`src/rtl/multicycle_ctrl_fsm.sv`:
```
// Main control FSM of the multicycle RISC-V core: sequences fetch/decode/execute/mem/writeback.
// Optional memory wait states are enabled by defining MULTICYCLE_MEMWAIT_EN.
module multicycle_ctrl_fsm (
  input  logic       clk,
  input  logic       rst_n,
  input  logic [6:0] op,
  input  logic       zero,
  input  logic       mem_ready,
  output logic       pc_write,
  output logic       adr_src,
  output logic       mem_write,
  output logic       mem_req,
  output logic       ir_write,
  output logic [1:0] result_src,
  output logic [1:0] alu_src_a,
  output logic [1:0] alu_src_b,
  output logic [1:0] alu_op,
  output logic [1:0] imm_src,
  output logic       reg_write,
  output logic       instr_done,
  output logic       illegal
);

  typedef enum logic [3:0] {
    IDLE     = 4'd0,
    FETCH    = 4'd1,
    DECODE   = 4'd2,
    MEMADR   = 4'd3,
    MEMREAD  = 4'd4,
    MEMWB    = 4'd5,
    MEMWRITE = 4'd6,
    EXECR    = 4'd7,
    ALUWB    = 4'd8,
    EXECI    = 4'd9,
    JAL      = 4'd10,
    BEQ      = 4'd11,
    TRAP     = 4'd15
  } state_t;

  localparam logic [6:0] OP_LW   = 7'b0000011;
  localparam logic [6:0] OP_SW   = 7'b0100011;
  localparam logic [6:0] OP_R    = 7'b0110011;
  localparam logic [6:0] OP_ADDI = 7'b0010011;
  localparam logic [6:0] OP_JAL  = 7'b1101111;
  localparam logic [6:0] OP_BEQ  = 7'b1100011;

  state_t state_reg, state_next;
  logic   started;
  logic   pc_update;
  logic   branch;
  logic   ready;

`ifdef MULTICYCLE_MEMWAIT_EN
  assign ready = mem_ready;
`else
  logic unused_mem_ready;
  assign unused_mem_ready = mem_ready;
  assign ready = 1'b1;
`endif

  // 'started' keeps IDLE for one full cycle after reset release, so FETCH lands on the 2nd edge.
  always_ff @(posedge clk or negedge rst_n) begin
    if (!rst_n) begin
      state_reg <= IDLE;
      started   <= 1'b0;
    end else begin
      state_reg <= state_next;
      started   <= 1'b1;
    end
  end

  always_comb begin
    state_next = state_reg;
    pc_update  = 1'b0;
    branch     = 1'b0;
    adr_src    = 1'b0;
    mem_write  = 1'b0;
    mem_req    = 1'b0;
    ir_write   = 1'b0;
    result_src = 2'b00;
    alu_src_a  = 2'b00;
    alu_src_b  = 2'b00;
    alu_op     = 2'b00;
    reg_write  = 1'b0;
    instr_done = 1'b0;
    illegal    = 1'b0;
    case (state_reg)
      IDLE: if (started) state_next = FETCH;
      FETCH: begin
        mem_req    = 1'b1;
        ir_write   = ready;
        pc_update  = ready;
        alu_src_b  = 2'b10;
        result_src = 2'b10;
        if (ready) state_next = DECODE;
      end
      DECODE: begin
        alu_src_a = 2'b01;
        alu_src_b = 2'b01;
        case (op)
          OP_LW, OP_SW: state_next = MEMADR;
          OP_R:         state_next = EXECR;
          OP_ADDI:      state_next = EXECI;
          OP_JAL:       state_next = JAL;
          OP_BEQ:       state_next = BEQ;
          default:      state_next = TRAP;
        endcase
      end
      MEMADR: begin
        alu_src_a  = 2'b10;
        alu_src_b  = 2'b01;
        state_next = (op == OP_LW) ? MEMREAD : MEMWRITE;
      end
      MEMREAD: begin
        adr_src = 1'b1;
        mem_req = 1'b1;
        if (ready) state_next = MEMWB;
      end
      MEMWB: begin
        result_src = 2'b01;
        reg_write  = 1'b1;
        instr_done = 1'b1;
        state_next = FETCH;
      end
      MEMWRITE: begin
        adr_src    = 1'b1;
        mem_req    = 1'b1;
        mem_write  = 1'b1;
        instr_done = ready;
        if (ready) state_next = FETCH;
      end
      EXECR: begin
        alu_src_a  = 2'b10;
        alu_op     = 2'b10;
        state_next = ALUWB;
      end
      EXECI: begin
        alu_src_a  = 2'b10;
        alu_src_b  = 2'b01;
        alu_op     = 2'b10;
        state_next = ALUWB;
      end
      ALUWB: begin
        reg_write  = 1'b1;
        instr_done = 1'b1;
        state_next = FETCH;
      end
      JAL: begin
        alu_src_a  = 2'b01;
        alu_src_b  = 2'b10;
        pc_update  = 1'b1;
        state_next = ALUWB;
      end
      BEQ: begin
        alu_src_a  = 2'b10;
        alu_op     = 2'b01;
        branch     = 1'b1;
        instr_done = 1'b1;
        state_next = FETCH;
      end
      TRAP: begin
        illegal    = 1'b1;
        state_next = TRAP;
      end
      default: state_next = IDLE;
    endcase
  end

  assign pc_write = pc_update | (branch & zero);

  // Immediate format follows the opcode in every state, but is held at 0 while in reset.
  always_comb begin
    imm_src = 2'b00;
    if (rst_n) begin
      case (op)
        OP_SW:   imm_src = 2'b01;
        OP_BEQ:  imm_src = 2'b10;
        OP_JAL:  imm_src = 2'b11;
        default: imm_src = 2'b00;
      endcase
    end
  end

endmodule
```
`config.mk`:
```
export PLATFORM = sky130hd
export DESIGN_NAME = multicycle_ctrl_fsm
export DESIGN_NICKNAME = d
export VERILOG_FILES = /design/src/rtl/multicycle_ctrl_fsm.sv
export SDC_FILE = /design/constraint.sdc
export NUM_CORES = 1
export LEC_CHECK = 0
export ABC_AREA = 1
export BUFFER_PORTS_ARGS = -buffer_cell sky130_fd_sc_hd__buf_2
export CAP_MARGIN = 40
export CORE_MARGIN = 3
export CORE_UTILIZATION = 40
export CTS_BUF_LIST = sky130_fd_sc_hd__clkbuf_8
export CTS_CLUSTER_DIAMETER = 50
export DETAILED_ROUTE_END_ITERATION = 8
export PLACE_DENSITY = 0.78
export SLEW_MARGIN = 10
export SYNTH_ARGS = -nofsm -noshare
export SYNTH_HDL_FRONTEND = slang
export SYNTH_SLANG_ARGS = --single-unit
```
`constraint.sdc`:
```
create_clock -name clk -period 1.3 [get_ports clk]
set_clock_uncertainty 0.2 [all_clocks]
set_input_delay 0.26 -clock clk [delete_from_list [all_inputs] [get_ports clk]]
set_output_delay 0.26 -clock clk [all_outputs]
set_load 0.02 [all_outputs]
```
==> results.cfg, run 1 <==
[yosys]
ys_ff_latch = 5
synthCells = 96
synth.distinct_cells = 16
avgSynthCellArea_um2 = 5.41
yosysSeqAreaShare_pct = 24.1
synth_top_area_share_pct = 24.1
synth.largest_area_cell = dfrtp_1
synth.area.top_cells = dfrtp_1 (24%), nand2_1 (24%), inv_1 (14%)
netlist_area_um2 = 519
syn_nets = 107
ys_warn_count = 0

[clocking]
cts_buffers = 3
ctsHoldBuffers = 1
cts-resized-gates = 60
cts_root_buf = clkbuf_8
cts.sink_count = 5
htree_levels = 1
max-clock-path-buffers = 2
post_cts.repair.setup_buffers = 7

[run_status]
outcome = did not finish
haltStage = clock tree synthesis (4_1_cts)
tool.error = [ERROR DPL-0038] Utilization greater than 100%, impossible to legalize

[floorplan]
num_io_pins = 29
rows = 12
die_y_um = 42.0
start_util_pct = 44.9
die_w_um = 42.0

[placement]
place_area_um2 = 953
dp.cells = 158
io_buffers = 27
post-dp-hpwl_mm = 1.49
place.gp.congestion = 0.851
cells in the mapped netlist:
library cell	n
nand2_1	33
inv_1	19
nor2_1	11
dfrtp_1	5
nand3_1	5
nor2_2	5
a21oi_1	3
nor3_1	3
o21ai_0	3
inv_2	2
nand4_1	2
buf_4	1
conb_1	1
nand2_2	1
nor2_4	1
nor3b_1	1
cells by family after synthesis:
| family | synth area share [%] |
|---|---|
| buffers and inverters | 16.6 |
| flip-flops | 24.1 |
| AND/OR/NAND/NOR | 52.8 |
| AO/OA/AOI/OAI | 5.78 |
| other | 0.722 |
through the flow:
| stage | TNS (ns) | setup slack, ns |
|---|---|---|
| 2_1_floorplan | -1.34 | -0.187 |
| 3_3_place_gp | -3.39 | -0.272 |
| 3_5_place_dp | -4.11 | -0.297 |
==> inputs of run 2 (changes only) <==
- CORE_AREA: unset -> 3 3 64 66
- CORE_MARGIN: 3 -> unset
- CORE_UTILIZATION: 40 -> unset
- CTS_BUF_LIST: sky130_fd_sc_hd__clkbuf_8 -> unset
- CTS_CLUSTER_DIAMETER: 50 -> unset
- DIE_AREA: unset -> 0 0 67 69
- PLACE_DENSITY: 0.78 -> unset
- PLACE_DENSITY_LB_ADDON: unset -> 0.15
- clock period: 1.3 -> 1.7 ns (I/O delays scaled with it)
==> run 2 against run 1 <==
The flow now finishes, with violations (setup timing). Synthesized cell count is the same. Synthesized area is the same.
==> results.cfg, run 2 <==
[floorplan]
die_area_um2 = 4620
core_area_um2 = 3630
num_io_pins = 29
die_w_um = 67
start_util_pct = 14.3
die_y_um = 69
rows = 22

[yosys]
ys_warn_count = 0
synth.area.top_cells = dfrtp_1 (24%), nand2_1 (24%), inv_1 (14%)
yosysSeqAreaShare_pct = 24.1
synth.largest_area_cell = dfrtp_1
ys_ff_latch = 5
netlist_area_um2 = 519
avgSynthCellArea_um2 = 5.41
synth.most_common_cell = nand2_1
synth-main-ff-cell = dfrtp_1
synthTopCellsByCount = nand2_1 (33), inv_1 (19), nor2_1 (11)
syn_nets = 107
synthCells = 96
synth_top_area_share_pct = 24.1
synth_edf_count = 0
ys_async_sr_fraction_pct = 100
synth.distinct_cells = 16

[power]
power.density_nw_per_um2 = 1600
power_w = 0.00186
ir_worst_vdd_uv = 525
p_leak_nw = 0.628

[final_layout]
nets = 159
largest_reg_flops = 4
final_common_cell = buf_4
drive_gt1_share_pct = 65.3
utilization_pct = 32.1
area_growth_pct = 124
final_cell_mix = buf_4 (25), nand2_1 (18), buf_6 (15)
num_antenna_cells = 0

[global_route]
antenna_found_initial = 0
grt_max_degree = 6
grt_overflow = 0
track_usage_pct = 8.15
grt_pass1_wl_mm = 2.93
grt_pass1_vias = 720

[detailed_routing]
drt_pass1_iterations = 4
viasPerCell = 3.86
vias = 752
wl_per_cell_um = 9.59
drtIter0Drc = 14
met1_length_um = 780
routed-wl-met3_um = 121
drc = 0
wl_met2_um = 943
ant_nets = 0
dr.max_layer_used = met4
routed_wl_mm = 1.87

[placement]
place.gp.congestion = 0.694
place_ws_ns = -0.0819
post-dp-hpwl_mm = 1.43
io_buffers = 27

[clocking]
cts_tree = done
path_clk_slew_ns = 0.04
max-clock-path-buffers = 2
cts_root_buf = clkbuf_8
cts.sink_count = 5
cts_buffers = 3
htree_levels = 1
clock_latency_ns = 0.22

[sta]
fmax_mhz = 555
slew_violations = 0
rsz0062_at_grt = true
period_minus_slack_ns = 1.80
setup_ws_ns = -0.103
finalHoldViolCount = 0
min_period_over_period_pct = 106
setup_viol = 13

[worst_hold_path]
min_path_cells = 4
hold_class = reg2reg

[worst_setup_path]
worstPathCellList = inv_2 > nor2_4 > nand2_2 > nand2_4 > nor2_4 > inv_2 > buf_6
cpMaxStageDelayCell = dfrtp_2
critical_path_class = reg2out
start_kind = flop
cp.arrival_ns = 1.26
critical_path_required_ns = 1.16
endpoint_kind = output port
worst_r2r_path_depth = 11
slowest_delay_ns = 0.41
worst-path-max-fanout = 5

[job]
maxCapViolCount = 0

[run_status]
violations = setup timing
outcome = complete, but fails checks
## run 2: cell counts after synthesis
Identical to the previous run, type by type.
## run 2: power breakdown
group	leakage (nW)	switching [W]	internal, W
registers	0.0585	0.0000730	0.000173
clock network	0.0228	0.0000612	0.000161
logic	0.547	0.000748	0.000642
## run 2: final timing paths
check | from | to | slack (ns)
max | state_reg[2]$_DFFE_PN0P_ | instr_done | -0.10
min | started$_DFF_PN0_ | state_reg[0]$_DFFE_PN0P_ | 0.31
max reg2reg | state_reg[0]$_DFFE_PN0P_ | state_reg[0]$_DFFE_PN0P_ | 0.14
min reg2reg | started$_DFF_PN0_ | state_reg[0]$_DFFE_PN0P_ | 0.31
max in group asynchronous | rst_n | state_reg[0]$_DFFE_PN0P_ | 0.73
min in group asynchronous | rst_n | state_reg[3]$_DFFE_PN0P_ | 0.34
## run 2: through the flow
step	setup TNS (ns)	cell area [µm²]	instances	hold slack (ns)
floorplan	0	528	96	-0.156
global placement	-0.111	806	182	-0.0189
detailed placement	-0.102	806	182	-0.0225
CTS	-0.717	1010	190	0.307
global route	-1.88	1160	195	0.350
finish	-0.727	1160	195	0.313
## run 2: final cells by class
type / instances / area (µm²)
inverters: 21 / 81.3
fillers: 424 / 2470
well taps: 48 / 60.1
flip-flops and latches: 5 / 129
multi-input cells: 69 / 438
clock buffers: 4 / 45.0
repair buffers: 48 / 412
## run 2: metal layers
metal	track usage [%]	up-vias
met5	0	-
met4	2.70	0
met3	2.77	4
met2	14.2	19
met1	8.97	342
li1	-	387
## run 2: cells by family after synthesis
kind of cell    Yosys count  synth area share (%)
compound gates            6                  5.78
buf+inv                  22                  16.6
flops                     5                  24.1
other cells               1                 0.722
simple gates             62                  52.8
## run 2: critical path: cells and delay by family, from the launching register on
family        cells  cell delay (ns)
simple gates      4             0.42
buf+inv           3             0.21
flops             1             0.41
## run 2: what timing repair did
item / 4_1_cts / 5_1_grt
setup buffers: 3 / 5
pin swaps: 7 / 19
resized for setup: 46 / 38
endpoints found under the hold margin: 5 / 0
setup endpoints to repair: 18 / 18
hold buffers: 1 / 0
gates cloned: 0 / 0
(Power assumes the default switching activity.)
